$ cat src/rtl/maj_fold_pkg.sv
`default_nettype none
// ============================================================================
// Module   : maj_fold_pkg
// Brief    : Shared types and helpers for the folded majority sequencer.
// Revision : 1.0 - initial release
// ============================================================================
package maj_fold_pkg;

    typedef enum logic [1:0] {
        IDLE  = 2'd0,
        ACCUM = 2'd1,
        DONE  = 2'd2
    } state_t;

    // Width needed to hold any count in 0..n.
    function automatic int unsigned cnt_width(input int unsigned n);
        return (n < 1) ? 1 : $clog2(n + 1);
    endfunction

    function automatic logic [6:0] popcount64(input logic [63:0] v);
        logic [6:0] s;
        s = '0;
        for (int i = 0; i < 64; i++) begin
            s = s + {6'd0, v[i]};
        end
        return s;
    endfunction

endpackage
`default_nettype wire

$ cat src/rtl/maj_chunk_popcount.sv
`default_nettype none
// ============================================================================
// Module   : maj_chunk_popcount
// Brief    : Combinational ones-count of one CHUNK-bit slice.
// Revision : 1.0 - initial release
// ============================================================================
module maj_chunk_popcount
    import maj_fold_pkg::*;
#(
    parameter int CHUNK = 5,
    parameter int PW    = cnt_width(CHUNK)
) (
    input  logic [CHUNK-1:0] i_bits,
    output logic [PW-1:0]    o_count
);

    assign o_count = PW'(popcount64(64'(i_bits)));

endmodule
`default_nettype wire

$ cat src/rtl/maj_fold_sequencer.sv
`default_nettype none
// ============================================================================
// Module   : maj_fold_sequencer
// Brief    : Folded N-input majority evaluator, one CHUNK slice per cycle.
//            Optional macro MAJ_EARLY_EXIT_EN ends accumulation once decided.
// Revision : 1.0 - initial release
// ============================================================================
module maj_fold_sequencer
    import maj_fold_pkg::*;
#(
    parameter int N      = 15,
    parameter int CHUNK  = 5,
    parameter int THRESH = (N + 1) / 2
) (
    input  logic                    clk,
    input  logic                    rst,
    input  logic                    in_valid,
    output logic                    in_ready,
    input  logic [N-1:0]            in_x,
    output logic                    out_valid,
    input  logic                    out_ready,
    output logic                    out_y,
    output logic [cnt_width(N)-1:0] out_count
);

    localparam int NCHUNK = (N + CHUNK - 1) / CHUNK;
    localparam int CW     = cnt_width(N);
    localparam int PW     = cnt_width(CHUNK);
    localparam int SW     = NCHUNK * CHUNK;
    localparam int IW     = (NCHUNK > 1) ? $clog2(NCHUNK) : 1;
    localparam logic [CW-1:0] C_THRESH = CW'(THRESH);
    localparam logic [IW-1:0] C_LAST   = IW'(NCHUNK - 1);

    state_t          r_state;
    logic [SW-1:0]   r_sh;
    logic [IW-1:0]   r_idx;
    logic [CW-1:0]   r_acc;
    logic            r_out_valid;
    logic            r_out_y;
    logic [CW-1:0]   r_out_count;

    logic [PW-1:0]   w_pc;
    logic [CW-1:0]   w_acc_next;
    logic            w_exit;

    maj_chunk_popcount #(
        .CHUNK (CHUNK)
    ) u_popcount (
        .i_bits  (r_sh[CHUNK-1:0]),
        .o_count (w_pc)
    );

    assign w_acc_next = r_acc + CW'(w_pc);

`ifdef MAJ_EARLY_EXIT_EN
    localparam int RW = CW + 1;
    logic [15:0]   w_seen;
    logic [RW-1:0] w_rem;

    // Bits still unseen after this slice; the decision is final once the
    // remaining bits can neither reach nor lose the threshold.
    assign w_seen = (16'(r_idx) + 16'd1) * 16'(CHUNK);
    assign w_rem  = (w_seen >= 16'(N)) ? '0 : RW'(16'(N) - w_seen);
    assign w_exit = (r_idx == C_LAST)
                 || (w_acc_next >= C_THRESH)
                 || (({1'b0, w_acc_next} + w_rem) < {1'b0, C_THRESH});
`else
    assign w_exit = (r_idx == C_LAST);
`endif

    always_ff @(posedge clk) begin
        if (rst) begin
            r_state     <= IDLE;
            r_sh        <= '0;
            r_idx       <= '0;
            r_acc       <= '0;
            r_out_valid <= 1'b0;
            r_out_y     <= 1'b0;
            r_out_count <= '0;
        end else begin
            case (r_state)
                IDLE: begin
                    if (in_valid) begin
                        r_sh    <= SW'(in_x);
                        r_acc   <= '0;
                        r_idx   <= '0;
                        r_state <= ACCUM;
                    end
                end
                ACCUM: begin
                    r_acc <= w_acc_next;
                    r_sh  <= r_sh >> CHUNK;
                    r_idx <= r_idx + IW'(1);
                    if (w_exit) begin
                        r_out_count <= w_acc_next;
                        r_out_y     <= (w_acc_next >= C_THRESH);
                        r_out_valid <= 1'b1;
                        r_state     <= DONE;
                    end
                end
                DONE: begin
                    if (out_ready) begin
                        r_out_valid <= 1'b0;
                        r_state     <= IDLE;
                    end
                end
                default: r_state <= IDLE;
            endcase
        end
    end

    assign in_ready  = !rst && (r_state == IDLE);
    assign out_valid = r_out_valid;
    assign out_y     = r_out_y;
    assign out_count = r_out_count;

endmodule
`default_nettype wire

$ cat config.mk
export PLATFORM = sky130hd
export DESIGN_NAME = maj_fold_sequencer
export DESIGN_NICKNAME = d
export VERILOG_FILES = /design/src/rtl/maj_fold_pkg.sv /design/src/rtl/maj_chunk_popcount.sv /design/src/rtl/maj_fold_sequencer.sv
export SDC_FILE = /design/constraint.sdc
export NUM_CORES = 1
export LEC_CHECK = 0
export BUFFER_PORTS_ARGS = -buffer_cell sky130_fd_sc_hd__buf_4
export CAP_MARGIN = 20
export CORE_MARGIN = 4
export CORE_UTILIZATION = 42
export DETAILED_ROUTE_END_ITERATION = 16
export GPL_TIMING_DRIVEN = 0
export SYNTH_ARGS = -nofsm -noshare
export SYNTH_HDL_FRONTEND = slang
export SYNTH_HIERARCHICAL = 1
export SYNTH_SLANG_ARGS = --single-unit
$ cat constraint.sdc
create_clock -name clk -period 2.95 [get_ports clk]
set_input_delay 0.295 -clock clk [delete_from_list [all_inputs] [get_ports clk]]
set_output_delay 0.295 -clock clk [all_outputs]
set_load 0.05 [all_outputs]
==> impl_results.md <==
- Antenna Diode Count: 0
- Mean Syn Cell Area: 9.44 µm²
- Die Area: between 4000 and 5000 µm²
- FF+latch count, synth: 29
- # DRC: 0
- Max Cap Viol: 0
- Status: completed
- Vias/cell: 5.20
- Core area: roughly 3300 µm²
- Worst Setup Start Kind: flop
- Final hold vios: 0
- Post-Syn Area: between 1000 and 1500 µm²
- CP required: between 3 and 4 ns
- Synth top area share: 40.2%
- Skew-Pair Late Insertion Delay: 0.33 ns
- Synth Flop Type: dfxtp_1
- HPWL Detailed: 2430 µm
- Relative slew margins: 58.8%
- Min Clock Period, post-route: between 2 and 3 ns
- PwrDens: 497 nW/µm²
- CTS root buf: clkbuf_4
- Gate Count Post-Synth: roughly 150
- Hold WS: approximately 0.21 ns
- First-pass GRT wire length: 5530 µm
- Post-Layout Inst Area: roughly 1800 µm²
- Gr ovfl total: 0
- EDFF count, synth: 0
- CP Max Fanout: 3
- CTS max path bufs: 2
- Top post-synthesis cells by area: dfxtp_1, nor2_1, a211oi_2
- Final period util: a little over nine tenths
- Post-route ant nets: 0
- Crit Path Category: reg -> reg
- Die Height: about 67 µm
- Detailed Route WL: between 3000 and 4000 µm
- Fmax: roughly 0.36 GHz
- R2r setup slk: about 0.14 ns
- Largest net degree at the start of global routing: 11
- Iter 0 DRT Violations: 52
- H-tree levels: 2
- Rows: 21
- Port Buffers: 25
- Layout area overhead: 21.3%
- Placed cell area: about 1700 µm²
- Routed vias: 1201
- Final setup fails: 0
- I/O pin total: 26
- Fin Clk Skew: around 0.010 ns
- Routed WL per cell: ~14 µm
- Die width: approximately 67 µm
- FF/Latch Area: a little under 600 µm²
- CTS hold repair buffers: 0
- Layout cell share with drive strength beyond 1: around 28%
- Number of distinct library cells after synthesis: 39
- Sequential area share after synthesis: around 40%
- Synth Warn #: 6
- Worst IR Drop VDD: between 200 and 300 µV
- RD Place Congestion: ~0.81
- Fillcell total: ~350
- Final core occ: ~52%
- Detailed-router iteration count before antenna repair: 4
- Synth async-reset ratio: 0%
- Final-report max-slew violation count: 0
- Antenna violations before repair: 0
- Class of the tightest hold or removal check: in -> reg
- Syn nets: 180
- Sum of negative setup slack: 0 ns
- RSZ-0062 raised after global routing: no
- Dominant cell type by area after synthesis: dfxtp_1
- Vias in the first global route: 1214
- Total track usage: 16.6%
- Non-Filler Instances: between 200 and 250
- CTS Sinks: 29
- Multi-input logic area: 762 µm²
- CTS tree: yes
- Leakage: between 0.7 and 0.8 nW
- Num CTS Buffers: 5
- Worst Path Arrival: roughly 3.1 ns
- Crit end category: flop
- Worst Tran Pin Value: between 0.6 and 0.7 ns
- Nets: between 200 and 250
- Starting density of the core: 43.3%
- Clock transition at path regs: roughly 0.090 ns
- Dpl cells: 224
-- logic make-up (layout without fill, tap and decap cells) --
family	Yosys count	after routing	share of synthesized area (%)
simple gates	53	53	17.8
mux	1	1	0.693
buf+inv	19	51	7.54
compound gates	42	42	24.7
xor+xnor	1	1	0.607
fa+ha+maj	8	8	8.49
flops	29	29	40.2
-- synth_stat cells (all sizes together), types with 2 or more instances --
library cell / number
nor2: 32
dfxtp: 29
a211oi: 10
a22oi: 9
buf: 9
inv: 9
o2bb2ai: 7
ha: 5
nand2: 5
a21oi: 4
fa: 3
nand2b: 3
nand3b: 3
o22ai: 3
nor3: 2
nor3b: 2
o311ai: 2
-- through the flow --
step	power, mW	setup slack (ns)
floorplan	0.573	0.301
global placement	0.627	0.205
detailed placement	0.631	0.138
CTS	0.882	0.142
global route	0.926	0.00224
finish	0.871	0.136
-- final timing paths --
kind,start,end,cells past startpoint
worst max-delay path,r_sh[0],out_count[3],9
worst min-delay path,in_x[12],r_sh[12],3
worst max register to register,r_sh[0],out_count[3],9
worst min register to register,out_count[1],out_count[1],2
-- layout by cell type, fill, tap and decap left out, drive strengths merged --
cell     synthesis  layout
xor2             1       1
and2b            1       1
a311o            1       1
ha               5       5
nand2b           3       3
and3b            1       1
o2bb2ai          7       7
buf              9      34
or2              1       1
a22oi            9       9
o21ai            1       1
nor3             2       2
o22ai            3       3
fa               3       3
mux2i            1       1
or3              1       1
a21oi            4       4
o21bai           1       1
o21ba            1       1
a211oi          10      10
o211ai           1       1
a21o             1       1
dfxtp           29      29
o311ai           2       2
nor3b            2       2
nor2            32      32
and3             1       1
nand2            5       5
a2bb2oi          1       1
nor4             1       1
clkbuf           1       8
inv              9       9
nand3b           3       3
-- state kept, by name, summed over array words and instances, names as in the netlist --
register,count
out_valid,1
r_state,2
out_count,4
out_y,1
r_idx,2
r_acc,4
r_sh,15
-- layout make-up --
| class | count | area share, % |
|---|---|---|
| buffer | 10 | 4.29 |
| clock buffer | 7 | 3.14 |
| inverter | 9 | 1.93 |
| multi-input combinational | 105 | 43.5 |
| sequential | 29 | 33.1 |
| tap | 46 | 3.29 |
| timing repair buffer | 25 | 10.7 |
-- power by group --
part / internal (mW) / leakage (nW) / switching (mW)
logic: 0.0880 / 0.498 / 0.101
clock network: 0.112 / 0.0314 / 0.137
registers: 0.417 / 0.238 / 0.0150
-- critical path, stage by stage, from the launching register on --
cell and delay, ns:
dfxtp_1 0.35, inv_1 0.06, fa_1 0.54, inv_1 0.05
fa_1 0.36, ha_1 0.33, ha_1 0.29, and3_4 0.19
or2_1 0.27, o311ai_2 0.29
-- metal layers --
layer / vias up / routed length (µm) / part of all wire [%] / GRT usage [%]
li1: 608 / - / - / -
met1: 564 / 1450 / 45 / 20.1
met2: 23 / 1580 / 49 / 27.2
met3: 6 / 158 / 4.9 / 5.23
met4: 0 / 51 / 1.6 / 6.35
met5: - / 0 / 0 / 0
-- timing repair --
| action | in CTS | in global routing |
|---|---|---|
| buffers inserted | 0 | 0 |
| resized for setup | 0 | 1 |
| setup endpoints to repair | 0 | 1 |
(Power assumes the default switching activity.)
